File: config.mk
export PLATFORM = sky130hd
export DESIGN_NAME = ovl_fire_collector
export DESIGN_NICKNAME = d
export VERILOG_FILES = /design/src/rtl/ovl_fire_collector.sv
export SDC_FILE = /design/constraint.sdc
export NUM_CORES = 1
export LEC_CHECK = 0
export CORE_ASPECT_RATIO = 0.6
export CORE_MARGIN = 5
export CORE_UTILIZATION = 25
export CTS_BUF_LIST = sky130_fd_sc_hd__clkbuf_4 sky130_fd_sc_hd__clkbuf_8 sky130_fd_sc_hd__clkbuf_16
export CTS_CLUSTER_SIZE = 30
export DETAILED_ROUTE_END_ITERATION = 6
export GPL_TIMING_DRIVEN = 0
export REMOVE_ABC_BUFFERS = 1
export SETUP_SLACK_MARGIN = 0.2
export SLEW_MARGIN = 20
export SYNTH_ARGS = -nofsm -noshare
export SYNTH_HDL_FRONTEND = slang
export SYNTH_SLANG_ARGS = --single-unit
File: constraint.sdc
create_clock -name clk -period 2.7 [get_ports clk]
set_input_delay 0.54 -clock clk [delete_from_list [all_inputs] [get_ports clk]]
set_output_delay 0.54 -clock clk [all_outputs]
set_load 0.02 [all_outputs]
File: src/rtl/ovl_fire_collector.sv
// ovl_fire_collector: consumer side of the OVL checker fire interface.
// Each cycle in which any checker fires while capture is enabled becomes one
// record. Records queue in a DEPTH-entry FIFO and leave through a valid/ready
// reader port. The block also keeps sticky per-checker status, a saturating
// fire count and a saturating overflow count.
// Optional feature macro: OVL_FIRE_TIMESTAMP_EN adds a free-running timestamp
// that is stored with every record and presented on rec_time. Without the
// macro, rec_time is tied to zero and keeps its full width.
module ovl_fire_collector #(
    parameter int NUM_CHK   = 8,
    parameter int DEPTH     = 8,
    parameter int CNT_WIDTH = 16,
    parameter int TS_WIDTH  = 32
) (
    input  logic                 clk,
    input  logic                 reset_n,
    input  logic                 enable,
    input  logic                 clear,
    input  logic [NUM_CHK-1:0]   fire_in,
    output logic                 rec_valid,
    input  logic                 rec_ready,
    output logic [NUM_CHK-1:0]   rec_vector,
    output logic [TS_WIDTH-1:0]  rec_time,
    output logic [NUM_CHK-1:0]   sticky,
    output logic [CNT_WIDTH-1:0] fire_count,
    output logic [CNT_WIDTH-1:0] ovf_count,
    output logic                 full
);

    localparam int AW = $clog2(DEPTH);

    logic [AW:0]          wr_ptr_q, wr_ptr_d;
    logic [AW:0]          rd_ptr_q, rd_ptr_d;
    logic [NUM_CHK-1:0]   sticky_q, sticky_d;
    logic [CNT_WIDTH-1:0] fire_count_q, fire_count_d;
    logic [CNT_WIDTH-1:0] ovf_count_q, ovf_count_d;
    logic [NUM_CHK-1:0]   vec_mem_q [DEPTH];

    logic capture;
    logic empty;
    logic is_full;
    logic pop;
    logic push;
    logic drop;

`ifdef OVL_FIRE_TIMESTAMP_EN
    logic [TS_WIDTH-1:0] ts_q;
    logic [TS_WIDTH-1:0] ts_mem_q [DEPTH];
`endif

    // Handshake decode: empty/full from the wrap bit, push accepted when a slot is free or freed this cycle.
    always_comb begin
        capture = enable && (|fire_in);
        empty   = (wr_ptr_q == rd_ptr_q);
        is_full = (wr_ptr_q[AW] != rd_ptr_q[AW]) && (wr_ptr_q[AW-1:0] == rd_ptr_q[AW-1:0]);
        pop     = !empty && rec_ready;
        push    = capture && (!is_full || pop);
        drop    = capture && is_full && !pop;
    end

    // Next-state for pointers, sticky status and the saturating counters.
    always_comb begin
        wr_ptr_d     = wr_ptr_q;
        rd_ptr_d     = rd_ptr_q;
        sticky_d     = sticky_q;
        fire_count_d = fire_count_q;
        ovf_count_d  = ovf_count_q;
        if (push) begin
            wr_ptr_d = wr_ptr_q + 1'b1;
        end
        if (pop) begin
            rd_ptr_d = rd_ptr_q + 1'b1;
        end
        if (capture) begin
            sticky_d = sticky_q | fire_in;
            if (fire_count_q != {CNT_WIDTH{1'b1}}) begin
                fire_count_d = fire_count_q + 1'b1;
            end
        end
        if (drop && (ovf_count_q != {CNT_WIDTH{1'b1}})) begin
            ovf_count_d = ovf_count_q + 1'b1;
        end
    end

    // State registers; clear behaves like reset so pending records vanish at once.
    always_ff @(posedge clk) begin
        if (!reset_n || clear) begin
            wr_ptr_q     <= '0;
            rd_ptr_q     <= '0;
            sticky_q     <= '0;
            fire_count_q <= '0;
            ovf_count_q  <= '0;
        end else begin
            wr_ptr_q     <= wr_ptr_d;
            rd_ptr_q     <= rd_ptr_d;
            sticky_q     <= sticky_d;
            fire_count_q <= fire_count_d;
            ovf_count_q  <= ovf_count_d;
        end
    end

    // Record storage; written only on an accepted push outside reset/clear.
    always_ff @(posedge clk) begin
        if (reset_n && !clear && push) begin
            vec_mem_q[wr_ptr_q[AW-1:0]] <= fire_in;
        end
    end

`ifdef OVL_FIRE_TIMESTAMP_EN
    // Free-running timestamp; only reset restarts it, clear leaves it running.
    always_ff @(posedge clk) begin
        if (!reset_n) begin
            ts_q <= '0;
        end else begin
            ts_q <= ts_q + 1'b1;
        end
    end

    // Timestamp storage alongside each record.
    always_ff @(posedge clk) begin
        if (reset_n && !clear && push) begin
            ts_mem_q[wr_ptr_q[AW-1:0]] <= ts_q;
        end
    end
`endif

    // Head presentation; fields read as zero while no record is pending.
    always_comb begin
        rec_valid  = !empty;
        rec_vector = empty ? '0 : vec_mem_q[rd_ptr_q[AW-1:0]];
`ifdef OVL_FIRE_TIMESTAMP_EN
        rec_time   = empty ? '0 : ts_mem_q[rd_ptr_q[AW-1:0]];
`else
        rec_time   = '0;
`endif
        sticky     = sticky_q;
        fire_count = fire_count_q;
        ovf_count  = ovf_count_q;
        full       = is_full;
    end

endmodule

# After elaboration in Yosys (flattened, before gate mapping)
# Memories as Yosys holds them, arrays and structs flattened. A register that Yosys moved wholly into a read port is not among the register bits.
# Index checks and enable logic that the tools add are counted.
[classes]
addsub = 4
n_eq_ne = 5
n_mux = 5
n_bitwise = 1
reduce_logical = 18
[op_table]
columns = ["op", "count"]
rows = [
  ["$add A16 B1 Y16 const B", 2],
  ["$ne A16 B16 Y1 const B", 2],
  ["$logic_and A1 B1 Y1", 9],
  ["$add A4 B1 Y4 const B", 2],
  ["$mux W8", 1],
  ["$or A8 B8 Y8", 1],
  ["$reduce_or A8 Y1", 1],
  ["$mux W3", 2],
  ["$logic_not A1 Y1", 5],
  ["$eq A4 B4 Y1", 1],
  ["$eq A3 B3 Y1", 1],
  ["$logic_or A1 B1 Y1", 2],
  ["$mux W1", 2],
  ["$reduce_and A2 Y1", 1],
  ["$ne A1 B1 Y1", 1],
]
[totals]
regBits = 48
ramBits = 64
output_inout_bits = 82
elab_cells = 39
mem_count = 1
[mem_list]
columns = ["name", "words", "word_bits", "read_ports", "rd_clocked_by_memory_dff", "write_ports", "line_no", "source"]
rows = [
  ["vec_mem_q", 8, 8, 1, 1, 1, "37", "logic [NUM_CHK-1:0] vec_mem_q [DEPTH];"],
]

# Longest topological paths before layout
# Gate-level depths: netlist of run 1.
[depth]
word_depth = 8
depth_mapped = 7
depth_no_buf = 6

# Least setup slack after synthesis of run 1
# No wires, ideal clock.
[synth_timing]
kind = "register to register"
from = "register wr_ptr_q[2]"
to = "memory vec_mem_q[1][0], enable pin"
setup_ns = 0.383
arrival_ns = 2.045
setup_slack_ns = 0.271
stages_incl_launch_ff = 7
n_path_buf = 1
period_less_slack_ns = 2.429
path_cell_list = "dfxtp_1 > clkbuf_1 > xor2_1 > nor4_4 > a21oi_1 > nand2_1 > nor3_1"
[synth_via]
elab_chain_len = 8
word_cells_on_any_way = 11
classes_between = "eq/ne (2); mux (2); reduce/logical (7)"
[synth_lines]
columns = ["element", "line_no", "source"]
rows = [
  ["start: declaration", "32", "logic [AW:0] wr_ptr_q, wr_ptr_d;"],
  ["start signal: assignment", "94", "wr_ptr_q <= wr_ptr_d;"],
  ["$eq A3 B3 Y1", "55", "is_full = (wr_ptr_q[AW] != rd_ptr_q[AW]) && (wr_ptr_q[AW-1:0] == rd_ptr_q[AW-1:0]);"],
  ["$logic_and A1 B1 Y1", "55", ""],
  ["via full", "27", "output logic full"],
  ["$logic_not A1 Y1", "57", "push = capture && (!is_full || pop);"],
  ["$logic_or A1 B1 Y1", "57", ""],
  ["$logic_and A1 B1 Y1", "57", ""],
  ["$logic_and A1 B1 Y1", "104", "if (reset_n && !clear && push) begin"],
  ["$mux W1", "104", ""],
  ["$mux W1 (not written as such)", "105", "vec_mem_q[wr_ptr_q[AW-1:0]] <= fire_in;"],
  ["end: declaration", "37", ""],
]
# The timed path passes the listed nets, and every way through them passes these cells.

==> results of run 1 <==
==> where the power goes <==
| part | switching (uW) | total [uW] | internal [uW] |
|---|---|---|---|
| combinational | 148 | 216 | 68.6 |
| sequential | 9.03 | 1870 | 1860 |
| clock | 796 | 2290 | 1500 |
==> worst max-delay path, cell delays in order (launching register included) <==
cell and delay (ns):
dfxtp_4 0.39, buf_6 0.14, mux4_2 0.50, mux2i_1 0.15, nor2_1 0.06, clkdlybuf4s15_2 0.25
==> area by class of cell <==
type	count	area, um^2	share of cell area, %
clock buffer	20	454	6.63
clock inverter	12	158	2.30
inverter	5	18.8	0.274
multi-input combinational	276	2100	30.7
sequential	115	2960	43.2
tap	273	342	4.99
timing repair buffer	80	812	11.9
==> repair_timing <==
action                     4_1_cts  5_1_grt
setup endpoints to repair       94       75
resized for setup               59       15
setup buffers                   15        1
pin swaps                       10        0
hold buffers                     0        0
==> worst min-delay path by stage <==
stage | startpoint | end | slack [ns] | cells after the start
floorplan | rd_ptr_q[3]$_SDFFE_PP0N_ | rd_ptr_q[3]$_SDFFE_PP0N_ | 0.47 | 2
global placement | sticky[1]$_SDFFE_PP0P_ | sticky[1]$_SDFFE_PP0P_ | 0.45 | 2
detailed placement | sticky[1]$_SDFFE_PP0P_ | sticky[1]$_SDFFE_PP0P_ | 0.46 | 2
CTS | sticky[5]$_SDFFE_PP0P_ | sticky[5]$_SDFFE_PP0P_ | 0.48 | 2
global route | sticky[5]$_SDFFE_PP0P_ | sticky[5]$_SDFFE_PP0P_ | 0.50 | 2
finish | sticky[5]$_SDFFE_PP0P_ | sticky[5]$_SDFFE_PP0P_ | 0.47 | 2
==> state kept, by name (all words and copies together) (netlist names), named ones only <==
name and flops:
wr_ptr_q 4, fire_count 16, vec_mem_q 64, sticky 8
ovf_count 16, rd_ptr_q 4
==> cell usage in the layout, fill, tap and decap left out, types with 5 or more instances in the layout <==
master | Yosys | final
clkdlybuf4s50_1 | 0 | 43
nand2_1 | 19 | 19
edfxtp_1 | 64 | 64
xnor2_1 | 15 | 14
nand4_1 | 7 | 7
o21ai_0 | 13 | 13
clkbuf_16 | 0 | 17
dfxtp_1 | 51 | 44
and4_1 | 5 | 5
or3_1 | 13 | 13
mux2i_1 | 13 | 13
buf_4 | 32 | 10
buf_12 | 0 | 5
nor4_1 | 7 | 5
inv_1 | 5 | 5
dlygate4sd2_1 | 0 | 9
a21oi_1 | 25 | 24
nor3_4 | 0 | 6
conb_1 | 1 | 32
nor2_1 | 43 | 41
mux4_2 | 16 | 16
nand3_1 | 12 | 12
==> through the flow <==
step / instance area, um^2 / hold slack, ns / setup slack (ns) / setup TNS, ns
final: 6850 / 0.472 / 0.281 / 0
after global routing: 6850 / 0.498 / 0.196 / 0
after CTS: 6840 / 0.479 / 0.125 / 0
after detailed placement: 5930 / 0.460 / -0.882 / -64.63
after global placement: 5860 / 0.455 / -1.29 / -90.05
after floorplan: 4900 / 0.470 / 0.284 / 0
==> cell families after synthesis <==
group,count (synthesis),synth area share [%]
DFF,115,57.7
and+or+nand+nor,136,14.6
muxes,29,9.62
AOI/OAI and AO/OA,54,6.68
other,1,0.0736
xor gates and xnor gates,21,3.76
adders and majority gates,4,0.982
buffers and inverters,54,6.53
==> layer usage <==
layer  vias to the layer above  GRT usage [%]  routed length [um]
li1                       1638              -                   -
met1                      1697           13.9                5460
met2                        86           17.3                6070
met3                         8           3.82                 847
met4                         0           3.73                 114
met5                         -              0                   0
==> flow_metrics.py, run 1 <==
metrics = {
    "min_path": {
        "hold_path_class": "reg2reg",
    },
    "routing": {
        "ant_nets": 0,
        "drt-total-wl_um": 12500,
        "drt-wirelength-per-cell_um": 16.0,
        "drc": 0,
        "vias": 3429,
        "drt_iter0_drc": 327,
        "firstDrtPassIters": 4,
        "via_per_inst": 4.39,
    },
    "setup_path": {
        "worstSetupEndpoint": "rec_vector[3]",
        "setup.worst_path.class": "reg2out",
        "cp_data_arrival_time_ns": 1.88,
        "reg2reg_to": "vec_mem_q[1][2]$_DFFE_PP_",
        "start_kind": "flip-flop",
        "crit_required_ns": 2.16,
        "worst_r2r_path_depth": 7,
        "worstPathMaxFanout": 4,
        "reg2reg_from": "wr_ptr_q[1]$_SDFFE_PP0P_",
        "r2r_slack_ns": 0.42,
        "endpoint_kind": "output port",
    },
    "floorplan": {
        "die_area_um2": 23400,
        "fp.dieW_um": 194,
        "rows": 40,
        "top_level_ports": 95,
        "initial_utilization_pct": 25.5,
        "die_height_um": 121,
        "coreArea_um2": 20000,
    },
    "global_routing": {
        "grt_overflow": 0,
        "grt_use_total_pct": 10.9,
        "grt_max_degree": 30,
        "grt_pass1_vias": 3422,
        "antenna_found_initial": 0,
        "grt_pass1_wl_um": 19600,
    },
    "clocking": {
        "cts_sinks": 115,
        "clk_pin_slew_worst_paths_ns": 0.05,
        "cts_max_level": 4,
        "ctsLongestPathBuffers": 2,
        "tritoncts": "done",
        "cts-buffers-inserted": 17,
        "root_buffer": "clkbuf_16",
        "clk_latency_ns": 0.41,
    },
    "final_layout": {
        "syn_to_final_growth_pct": 34.4,
        "utilization_pct": 34.2,
        "antenna_cells": 0,
        "fillers": 1957,
        "fin_cells": 781,
        "nets": 512,
        "drive_above_1_share_pct": 21.3,
    },
    "sta": {
        "final_max_slew_viol_count": 0,
        "min_period_ns": 2.42,
        "hold_viol_final": 0,
        "period_share_pct": 89.6,
        "slew_headroom_pct": 51.1,
        "clock_skew_ns": 0.00945,
        "tightest_slew_ns": 0.727,
        "fmax_mhz": 413,
        "rsz0062_at_grt": "no",
        "setup_violations": 0,
    },
    "logic_synthesis": {
        "yosysMostFrequentCell": "edfxtp_1",
        "ys_seq_area_share_pct": 57.7,
        "synth.distinct_cells": 48,
        "synthFlopType": "edfxtp_1",
        "synth_area_um2": 5100,
        "netlist.area_leader.share_pct": 37.7,
        "synth_seq_cells": 115,
        "synth_edf_count": 64,
        "synth_area_leaders": "edfxtp_1, dfxtp_1, mux4_2",
        "syn_avg_cell_area_um2": 12.3,
        "synth_common_cells": "edfxtp_1, dfxtp_1, nor2_1",
        "yosys.area.top_type": "edfxtp_1",
        "yosys_warnings": 0,
        "async_flop_share_pct": 0,
        "synth_cells": 414,
    },
    "power": {
        "leakagePower_uw": 0.00228,
        "power.density_nw_per_um2": 639,
        "power_uw": 4380,
        "ir_drop_uv": 462,
    },
    "status": {
        "outcome": "completed",
    },
    "place": {
        "portBuffers": 62,
        "numPlacedInstances": 733,
        "hpwl_um": 8540,
        "gp_congestion": 0.803,
    },
    "flow_run": {
        "drv_cap": 0,
    },
}
(Power assumes the default switching activity.)
==> run 2, diff against run 1 <==
Settings changed: SKIP_CTS_REPAIR_TIMING from default to 1.
==> flow_metrics.py, run 2 (synthesis gave the netlist of run 1 again) <==
metrics = {
    "sta": {
        "setup_violations": 0,
        "clock_skew_ns": 0.00812,
        "hold_viol_final": 0,
        "fmax_mhz": 380,
        "tightest_slew_ns": 0.729,
        "slew_headroom_pct": 51.0,
        "min_period_ns": 2.63,
        "final_max_slew_viol_count": 0,
        "setup-tns-final_ns": 0,
        "rsz0062_at_grt": "yes",
        "layout_setup_ws_ns": 0.0706,
        "period_share_pct": 97.4,
    },
    "setup_path": {
        "reg2reg_to": "vec_mem_q[7][3]$_DFFE_PP_",
        "crit_required_ns": 2.16,
        "setup.worst_path.class": "reg2out",
        "endpoint_kind": "output port",
        "cp_data_arrival_time_ns": 2.09,
        "start_kind": "flip-flop",
        "slowest_stage": "clkdlybuf4s50_1",
        "crit_chain": "xor2_2, nor4b_4, buf_4, inv_1, clkdlybuf4s50_1",
        "reg2reg_from": "wr_ptr_q[1]$_SDFFE_PP0P_",
        "r2r_slack_ns": 0.40,
        "worst_r2r_path_depth": 6,
        "cp_slowest_stage_delay_ns": 0.53,
        "worstPathMaxFanout": 7,
    },
    "floorplan": {
        "rows": 40,
        "fp.dieW_um": 194,
        "coreArea_um2": 20000,
        "top_level_ports": 95,
        "die_area_um2": 23400,
        "initial_utilization_pct": 25.5,
        "die_height_um": 121,
    },
    "clocking": {
        "cts_max_level": 4,
        "cts_sinks": 115,
        "root_buffer": "clkbuf_16",
        "clk_latency_ns": 0.41,
        "clk_pin_slew_worst_paths_ns": 0.05,
        "cts-buffers-inserted": 17,
        "tritoncts": "done",
        "ctsLongestPathBuffers": 2,
    },
    "place": {
        "portBuffers": 62,
        "hpwl_um": 8540,
        "dp_slack_ns": -0.882,
        "gp_congestion": 0.803,
    },
    "routing": {
        "firstDrtPassIters": 5,
        "ant_nets": 0,
        "drt-total-wl_um": 12300,
        "drt-wirelength-per-cell_um": 15.8,
        "drt_iter0_drc": 349,
        "via_per_inst": 4.40,
        "drc": 0,
        "vias": 3433,
    },
    "status": {
        "outcome": "completed",
    },
    "global_routing": {
        "grt_overflow": 0,
        "grt_use_total_pct": 10.5,
        "grt_pass1_wl_um": 18800,
        "antenna_found_initial": 0,
        "grt_pass1_vias": 3285,
        "grt_max_degree": 30,
    },
    "power": {
        "power.density_nw_per_um2": 636,
        "leakagePower_uw": 0.00245,
        "ir_drop_uv": 473,
    },
    "min_path": {
        "hold_path_class": "reg2reg",
        "hp-start": "sticky[5]$_SDFFE_PP0P_",
        "min_path_cells": 2,
        "holdPathEnd": "sticky[5]$_SDFFE_PP0P_",
    },
    "final_layout": {
        "layout_common_cells": "edfxtp_1, dfxtp_1, clkdlybuf4s50_1",
        "syn_to_final_growth_pct": 35.4,
        "largest_reg_flops": 64,
        "drive_above_1_share_pct": 19.9,
        "antenna_cells": 0,
        "final_common_cell": "edfxtp_1",
        "nets": 511,
    },
    "flow_run": {
        "drv_cap": 0,
    },
}
[run 2: worst max path at each step]
stage	from	endpoint	slack, ns	depth (start not counted)
floorplan	wr_ptr_q[1]$_SDFFE_PP0P_	rec_valid	0.28	3
global placement	wr_ptr_q[1]$_SDFFE_PP0P_	rec_vector[2]	-1.29	4
detailed placement	fire_in[6]	vec_mem_q[6][3]$_DFFE_PP_	-0.88	6
CTS	flip-flop	rec_vector[1]	-0.89	4
global route	wr_ptr_q[2]$_SDFFE_PP0P_	rec_valid	-0.006	5
finish	wr_ptr_q[2]$_SDFFE_PP0P_	rec_valid	0.07	5
[run 2: layer usage]
layer  vias up  part of all wire [%]  GRT usage (%)
li1       1635                     -              -
met1      1707                    45           13.5
met2        76                    47           16.3
met3        15                   5.8           3.82
met4         0                   1.7           3.56
met5         -                     0              0
[run 2: report_power, final]
part	switching, uW	leakage (uW)	internal [uW]
Clock	802	0.000293	1500
Combinational	146	0.00116	75.1
Sequential	8.41	0.000993	1860
Total	956	0.00245	3430
[run 2: cell type report]
class,instances,area [um^2]
fill,1950,13100
timing repair buffer,79,872
sequential,115,2960
tap,273,342
inverter,5,18.8
clock inverter,12,158
clock buffer,20,454
multi-input combinational,276,2090
[run 2: worst max-delay path, delay by kind of cell (launching register included)]
kind,cells,cell delay [ns]
xor gates and xnor gates,1,0.19
buffers and inverters,3,0.78
DFF,1,0.38
and+or+nand+nor,1,0.33
[run 2: stage by stage]
stage	instances	cell area (um^2)	total power (uW)	utilization, %	hold WS (ns)
after global placement	731	5860	2100	29.3	0.455
after floorplan	396	4900	2020	-	0.470
after CTS	765	6550	4410	32.7	0.479
after global routing	780	6900	4540	34.5	0.498
after detailed placement	733	5930	2110	29.6	0.460
final	780	6900	4380	34.5	0.472
